===== src/rtl/vec_alu_pkg.sv =====
// vec_alu_pkg: shared vector-ALU types, flag bit positions and Q7.8 limits
package vec_alu_pkg;
    typedef enum logic [1:0] {IDLE, CALC, DONE} state_t;
    localparam int FLAG_CARRY = 0;
    localparam int FLAG_ZERO = 1;
    localparam int FLAG_NEG = 2;
    localparam int FLAG_OVF = 3;
    localparam int Q_FRAC = 8;
    localparam logic [15:0] Q_MAX = 16'h7FFF;
    localparam logic [15:0] Q_MIN = 16'h8000;
endpackage


===== src/rtl/alu_vec_fxp_div_if.sv =====
// alu_vec_fxp_div_if: start/done request bus of the fixed-point divider
interface alu_vec_fxp_div_if #(parameter int WIDTH = 16);
    logic start;
    logic [WIDTH-1:0] data_a;
    logic [WIDTH-1:0] data_b;
    logic busy;
    logic done;
    logic [WIDTH-1:0] result;
    logic [3:0] flags;
    logic div_zero;
    modport master(output start, data_a, data_b, input busy, done, result, flags, div_zero);
    modport slave(input start, data_a, data_b, output busy, done, result, flags, div_zero);
endinterface


===== src/rtl/alu_vec_fxp_div_two_complement.sv =====
// two_complement: unsigned magnitude of a two's complement value (|min| stays min)
module two_complement #(parameter int N = 16) (
    input  logic [N-1:0] value,
    output logic [N-1:0] magnitude
);
    assign magnitude = value[N-1] ? -value : value;
endmodule


===== src/rtl/alu_vec_fxp_div.sv =====
// alu_vec_fxp_div: sequential signed Q7.8 restoring divider with lane-ALU flags
module alu_vec_fxp_div
    import vec_alu_pkg::*;
#(
    parameter int WIDTH = 16,
    parameter int FRAC = Q_FRAC
) (
    input logic clk,
    input logic rst,
    alu_vec_fxp_div_if.slave bus
);
    localparam int QW = WIDTH + FRAC;
    localparam int CW = $clog2(QW);
    state_t state;
    logic [CW-1:0] cnt;
    logic [WIDTH:0] rem, rem_sh;
    logic [QW-1:0] dvd, q, q_next;
    logic [WIDTH-1:0] mag_a, mag_b_in, mag_b, res, result;
    logic [3:0] flg, flags;
    logic neg, dz, ge, sat_p, sat_n, busy, done, div_zero;

    two_complement #(.N(WIDTH)) u_abs_a (.value(bus.data_a), .magnitude(mag_a));
    two_complement #(.N(WIDTH)) u_abs_b (.value(bus.data_b), .magnitude(mag_b_in));

    // One restoring step, plus saturation/flags on the quotient that step completes
    always_comb begin
        rem_sh = {rem[WIDTH-1:0], dvd[QW-1]};
        ge = rem_sh >= {1'b0, mag_b};
        q_next = {q[QW-2:0], ge};
        sat_p = !neg && q_next > QW'(Q_MAX);
        sat_n = neg && q_next > QW'(Q_MIN);
        res = dz ? (neg ? Q_MIN : Q_MAX) : sat_p ? Q_MAX : sat_n ? Q_MIN :
              neg ? -q_next[WIDTH-1:0] : q_next[WIDTH-1:0];
        flg = '0;
        flg[FLAG_OVF] = dz | sat_p | sat_n;
        flg[FLAG_NEG] = res[WIDTH-1];
        flg[FLAG_ZERO] = res == '0;
    end

    // Control FSM and datapath; the result is captured on the last iteration so done lines up with DONE
    always_ff @(posedge clk) begin
        if (rst) begin
            state <= IDLE;
            cnt <= '0;
            rem <= '0;
            dvd <= '0;
            q <= '0;
            mag_b <= '0;
            neg <= 1'b0;
            dz <= 1'b0;
            busy <= 1'b0;
            done <= 1'b0;
            result <= '0;
            flags <= '0;
            div_zero <= 1'b0;
        end else begin
            case (state)
                IDLE: if (bus.start) begin
                    state <= CALC;
                    busy <= 1'b1;
                    mag_b <= mag_b_in;
                    neg <= bus.data_a[WIDTH-1] ^ bus.data_b[WIDTH-1];
                    dz <= bus.data_b == '0;
                    rem <= '0;
                    dvd <= {mag_a, {FRAC{1'b0}}};
                    cnt <= '0;
                end
                CALC: begin
                    rem <= ge ? rem_sh - {1'b0, mag_b} : rem_sh;
                    dvd <= dvd << 1;
                    q <= q_next;
                    cnt <= cnt + 1'b1;
                    if (cnt == CW'(QW - 1)) begin
                        state <= DONE;
                        cnt <= '0;
                        done <= 1'b1;
                        result <= res;
                        flags <= flg;
                        div_zero <= dz;
                    end
                end
                DONE: begin
                    state <= IDLE;
                    done <= 1'b0;
                    busy <= 1'b0;
                end
                default: state <= IDLE;
            endcase
        end
    end

    assign bus.busy = busy;
    assign bus.done = done;
    assign bus.result = result;
    assign bus.flags = flags;
    assign bus.div_zero = div_zero;
endmodule


===== src/flat_wrapper.sv =====
// flat-port wrapper written by rule: the top's interface ports become plain ports
module alu_vec_fxp_div_flat import vec_alu_pkg::*;
#(
    parameter int WIDTH = 16,
    parameter int FRAC = Q_FRAC
)
  (clk, rst, bus_start, bus_data_a, bus_data_b, bus_busy, bus_done, bus_result, bus_flags, bus_div_zero);
  alu_vec_fxp_div_if #(.WIDTH(WIDTH)) bus_i ();
  input logic clk;
  input logic rst;
  input wire logic [$bits(bus_i.start)-1:0] bus_start;
  input wire logic [$bits(bus_i.data_a)-1:0] bus_data_a;
  input wire logic [$bits(bus_i.data_b)-1:0] bus_data_b;
  output wire logic [$bits(bus_i.busy)-1:0] bus_busy;
  output wire logic [$bits(bus_i.done)-1:0] bus_done;
  output wire logic [$bits(bus_i.result)-1:0] bus_result;
  output wire logic [$bits(bus_i.flags)-1:0] bus_flags;
  output wire logic [$bits(bus_i.div_zero)-1:0] bus_div_zero;
  assign bus_i.start = bus_start;
  assign bus_i.data_a = bus_data_a;
  assign bus_i.data_b = bus_data_b;
  assign bus_busy = bus_i.busy;
  assign bus_done = bus_i.done;
  assign bus_result = bus_i.result;
  assign bus_flags = bus_i.flags;
  assign bus_div_zero = bus_i.div_zero;
  alu_vec_fxp_div #(.WIDTH(WIDTH), .FRAC(FRAC)) u_core (.clk(clk), .rst(rst), .bus(bus_i));
endmodule

===== config.mk =====
export PLATFORM = sky130hd
export DESIGN_NAME = alu_vec_fxp_div_flat
export DESIGN_NICKNAME = d
export VERILOG_FILES = /design/src/rtl/vec_alu_pkg.sv /design/src/rtl/alu_vec_fxp_div_if.sv /design/src/rtl/alu_vec_fxp_div_two_complement.sv /design/src/rtl/alu_vec_fxp_div.sv /design/src/flat_wrapper.sv
export SDC_FILE = /design/constraint.sdc
export NUM_CORES = 1
export LEC_CHECK = 0
export BUFFER_PORTS_ARGS = -buffer_cell sky130_fd_sc_hd__clkbuf_2
export CORE_MARGIN = 4
export CORE_UTILIZATION = 54
export DETAILED_ROUTE_END_ITERATION = 8
export GPL_ROUTABILITY_DRIVEN = 0
export PLACE_DENSITY = 0.79
export SYNTH_ARGS = -nofsm -noshare
export SYNTH_HDL_FRONTEND = slang
export SYNTH_SLANG_ARGS = --single-unit

===== constraint.sdc =====
create_clock -name clk -period 5.21 [get_ports clk]
set_input_delay 1.042 -clock clk [delete_from_list [all_inputs] [get_ports clk]]
set_output_delay 1.042 -clock clk [all_outputs]
set_load 0.02 [all_outputs]

==> out/metrics.yaml <==
floorplanning:
  io-pin-count: 58
  die_h_um: 112
  start_util_pct: 55.7
  core_area_um2: 10400
  die-area_um2: 12500
  fp.dieW_um: 112
  std_cell_rows: 37
sta:
  max_freq_mhz: 206
  post-route-min-period_ns: 4.86
  fin_crit_sh_pct: 93.3
  setup_tns_ns: 0
  rsz0062_at_grt: "false"
  finalMaxSlewViolations: 0
  slew_headroom_pct: 26.4
  final_hold_viol_count: 0
  finalSetupViolations: 0
  skew_ns: 0.0110
  worst_pin_slew_ns: 1.10
critical_path:
  timing.rr.start: "u_core.mag_b[1]"
  crit_arrival_ns: 5.15
  timing.rr.end: "u_core.bus.flags[1]"
  rrSetupSlack_ns: 0.35
  rr_worst_depth: 17
  end_kind: "flip-flop"
  crit_type: "flip-flop to flip-flop"
  path_max_fanout: 12
  endpoint: "u_core.bus.flags[1]"
  required_ns: 5.49
  startpoint: "u_core.mag_b[1]"
  startpoint_type: "flip-flop"
route:
  vias_per_cell: 5.92
  detail-route-antenna-nets: 0
  wl_mm: 13.2
  routedWlPerCell_um: 14.6
  drtPass1Iterations: 4
  num_vias: 5390
  drt_iter0_drc: 389
  drc: 0
run_status:
  outcome: "complete, no violations"
pwr:
  ir_worst_vdd_v: 0.000156
  power.density_nw_per_um2: 324
  leakage_uw: 0.00243
grt:
  overflow: 0
  grt.total_usage_pct: 21.1
  grt_pass1_wl_mm: 22.8
  grt_pass1_vias: 4912
  antenna_found_initial: 0
  grt_max_degree: 62
yosys:
  synth_edf_count: 0
  synthFlopType: "dfxtp_1"
  synth_area_per_cell_um2: 7.76
  postSynth.asyncResetShare_pct: 0
  synth_fp_nets: 804
  yosysUniqueCellTypes: 64
  ys_ff_latch: 101
  netlist_instances: 748
  yosysSeqAreaShare_pct: 34.8
  yosys_warnings: 0
  synthesis.area_um2: 5800
layout:
  drive_gt1_share_pct: 11.4
  post-route-util_pct: 60.3
  fin_nets: 825
  area_growth_pct: 8.19
  diodes: 0
  fillers: 936
min_path:
  hp-class: "flip-flop to flip-flop"
  hold_depth: 2
clock_network:
  clk-insertion-delay-late_ns: 0.37
  numClockSinks: 101
  cts-resized-gates: 0
  cts_tree: "built"
  cts_setup_buffers: 0
  cts_hold_buf: 0
  cts_htree_levels: 3
  cts_root_buffer: "clkbuf_8"
  cts.path.max_buffers: 2
  clk_pin_slew_ns: 0.11
  cts_buffers: 9
job:
  max_cap_viol_count: 0
place:
  port_buffers: 56
  dp_hpwl_mm: 9.30
-- cell families (layout without fill, tap and decap cells) --
kind of cell	after synthesis	count (layout)	share of synthesized area [%]
xor gates and xnor gates	44	44	6.64
muxes	6	6	1.06
buffers and inverters	83	109	5.76
adders and majority gates	21	21	4.66
AOI/OAI and AO/OA	235	235	26.0
DFF	101	101	34.8
and+or+nand+nor	257	257	21.0
other	1	1	0.0646
-- worst min-delay path by stage --
| stage | from | to | slack [ns] |
|---|---|---|---|
| final | u_core.bus.div_zero | u_core.bus.div_zero | 0.47 |
| after global routing | u_core.q[15] | u_core.q[16] | 0.49 |
| after CTS | u_core.bus.div_zero | u_core.bus.div_zero | 0.47 |
| after detailed placement | u_core.bus.div_zero | u_core.bus.div_zero | 0.45 |
| after global placement | u_core.q[22] | u_core.q[22] | 0.44 |
| after floorplan | u_core.q[22] | u_core.q[22] | 0.43 |
-- Yosys cell counts, drive strengths merged, types with 2 or more instances --
master | instances | area, um2
nand4b | 2 | 17.5
a31oi | 5 | 31.3
or3 | 10 | 62.6
buf | 12 | 67.6
a32oi | 3 | 26.3
ha | 20 | 250
o31a | 2 | 17.5
o211ai | 10 | 75.1
nor2 | 65 | 244
a311oi | 2 | 17.5
a21o | 5 | 37.5
and3 | 4 | 25.0
o31ai | 17 | 128
nor3b | 2 | 15.0
nand4 | 5 | 31.3
dfxtp | 101 | 2020
o21a | 5 | 37.5
nand3 | 13 | 65.1
a211oi | 22 | 165
nand2b | 7 | 43.8
nor2b | 8 | 50.1
xnor2 | 24 | 210
a22o | 2 | 17.5
or2 | 3 | 18.8
a21oi | 83 | 415
mux2i | 5 | 50.1
o41ai | 5 | 70.1
clkbuf | 40 | 150
a221oi | 2 | 17.5
a22oi | 24 | 180
or4b | 2 | 23.8
xor2 | 20 | 175
nor3 | 15 | 86.3
or4 | 10 | 78.8
nand2 | 101 | 379
nor4 | 5 | 31.3
inv | 30 | 113
o21ai | 41 | 205
-- cell type report --
cell class,instances,area (um2),share of cell area (%)
Clock inverter,7,66.3,1.06
Multi-Input combinational cell,564,3450,55.0
Clock buffer,9,124,1.97
Timing Repair Buffer,62,325,5.18
Tap cell,136,170,2.71
Inverter,31,116,1.85
Sequential cell,101,2020,32.2
-- per-layer routing --
metal,track usage (%),part of all wire (%),vias to the layer above
li1,-,-,2717
met1,28.9,47,2479
met2,34.1,46,168
met3,2.93,4.9,26
met4,7.79,2.1,0
met5,0,0,-
-- sequential cells by signal, summed over array words and instances (netlist names), 2 cells and up --
name,cells
u_core.bus.flags,3
u_core.bus.result,15
u_core.cnt,5
u_core.dvd,16
u_core.mag_b,16
u_core.q,23
u_core.rem,16
u_core.state,2
-- placed cells by master (no fill, tap or decap), types with 16 or more instances in the layout --
cell type | netlist | layout
clkbuf_2 | 0 | 55
nand2_1 | 101 | 101
inv_1 | 29 | 29
ha_1 | 20 | 20
o31ai_1 | 17 | 17
o21ai_0 | 25 | 25
a22oi_1 | 24 | 24
dfxtp_1 | 101 | 101
a211oi_1 | 22 | 22
nor2_1 | 65 | 64
a21oi_1 | 83 | 83
o21ai_1 | 16 | 16
xor2_1 | 20 | 20
xnor2_1 | 24 | 24
-- critical path, stage by stage, from the launching register on --
cell and delay, ns:
dfxtp_1 0.40, inv_1 0.06, ha_1 0.30, nor2b_1 0.15
o31a_1 0.27, o31ai_1 0.36, a31oi_1 0.17, nor2_1 0.19
ha_1 0.25, or4b_4 0.49, or4_4 0.50, o41ai_4 0.37
a21oi_1 0.34, nor3_1 0.27, o31a_1 0.18, a211o_1 0.12
and4b_1 0.20, a21o_1 0.17
-- report_power, final --
| part | total (uW) | switching [uW] | internal (uW) |
|---|---|---|---|
| combinational | 699 | 422 | 277 |
| clock | 487 | 302 | 186 |
| sequential | 850 | 35.4 | 814 |
| total | 2040 | 759 | 1280 |
-- metrics by stage --
stage	cells	cell area, um2	setup slack (ns)	hold slack (ns)	power (uW)
CTS	910	6280	0.386	0.467	2030
global placement	894	6090	0.615	0.438	1540
floorplan	748	5800	0.380	0.431	1420
global route	910	6280	0.0389	0.486	2170
finish	910	6280	0.348	0.465	2040
detailed placement	894	6090	0.400	0.452	1560
No activity file was read; power rests on OpenSTA's default activity.
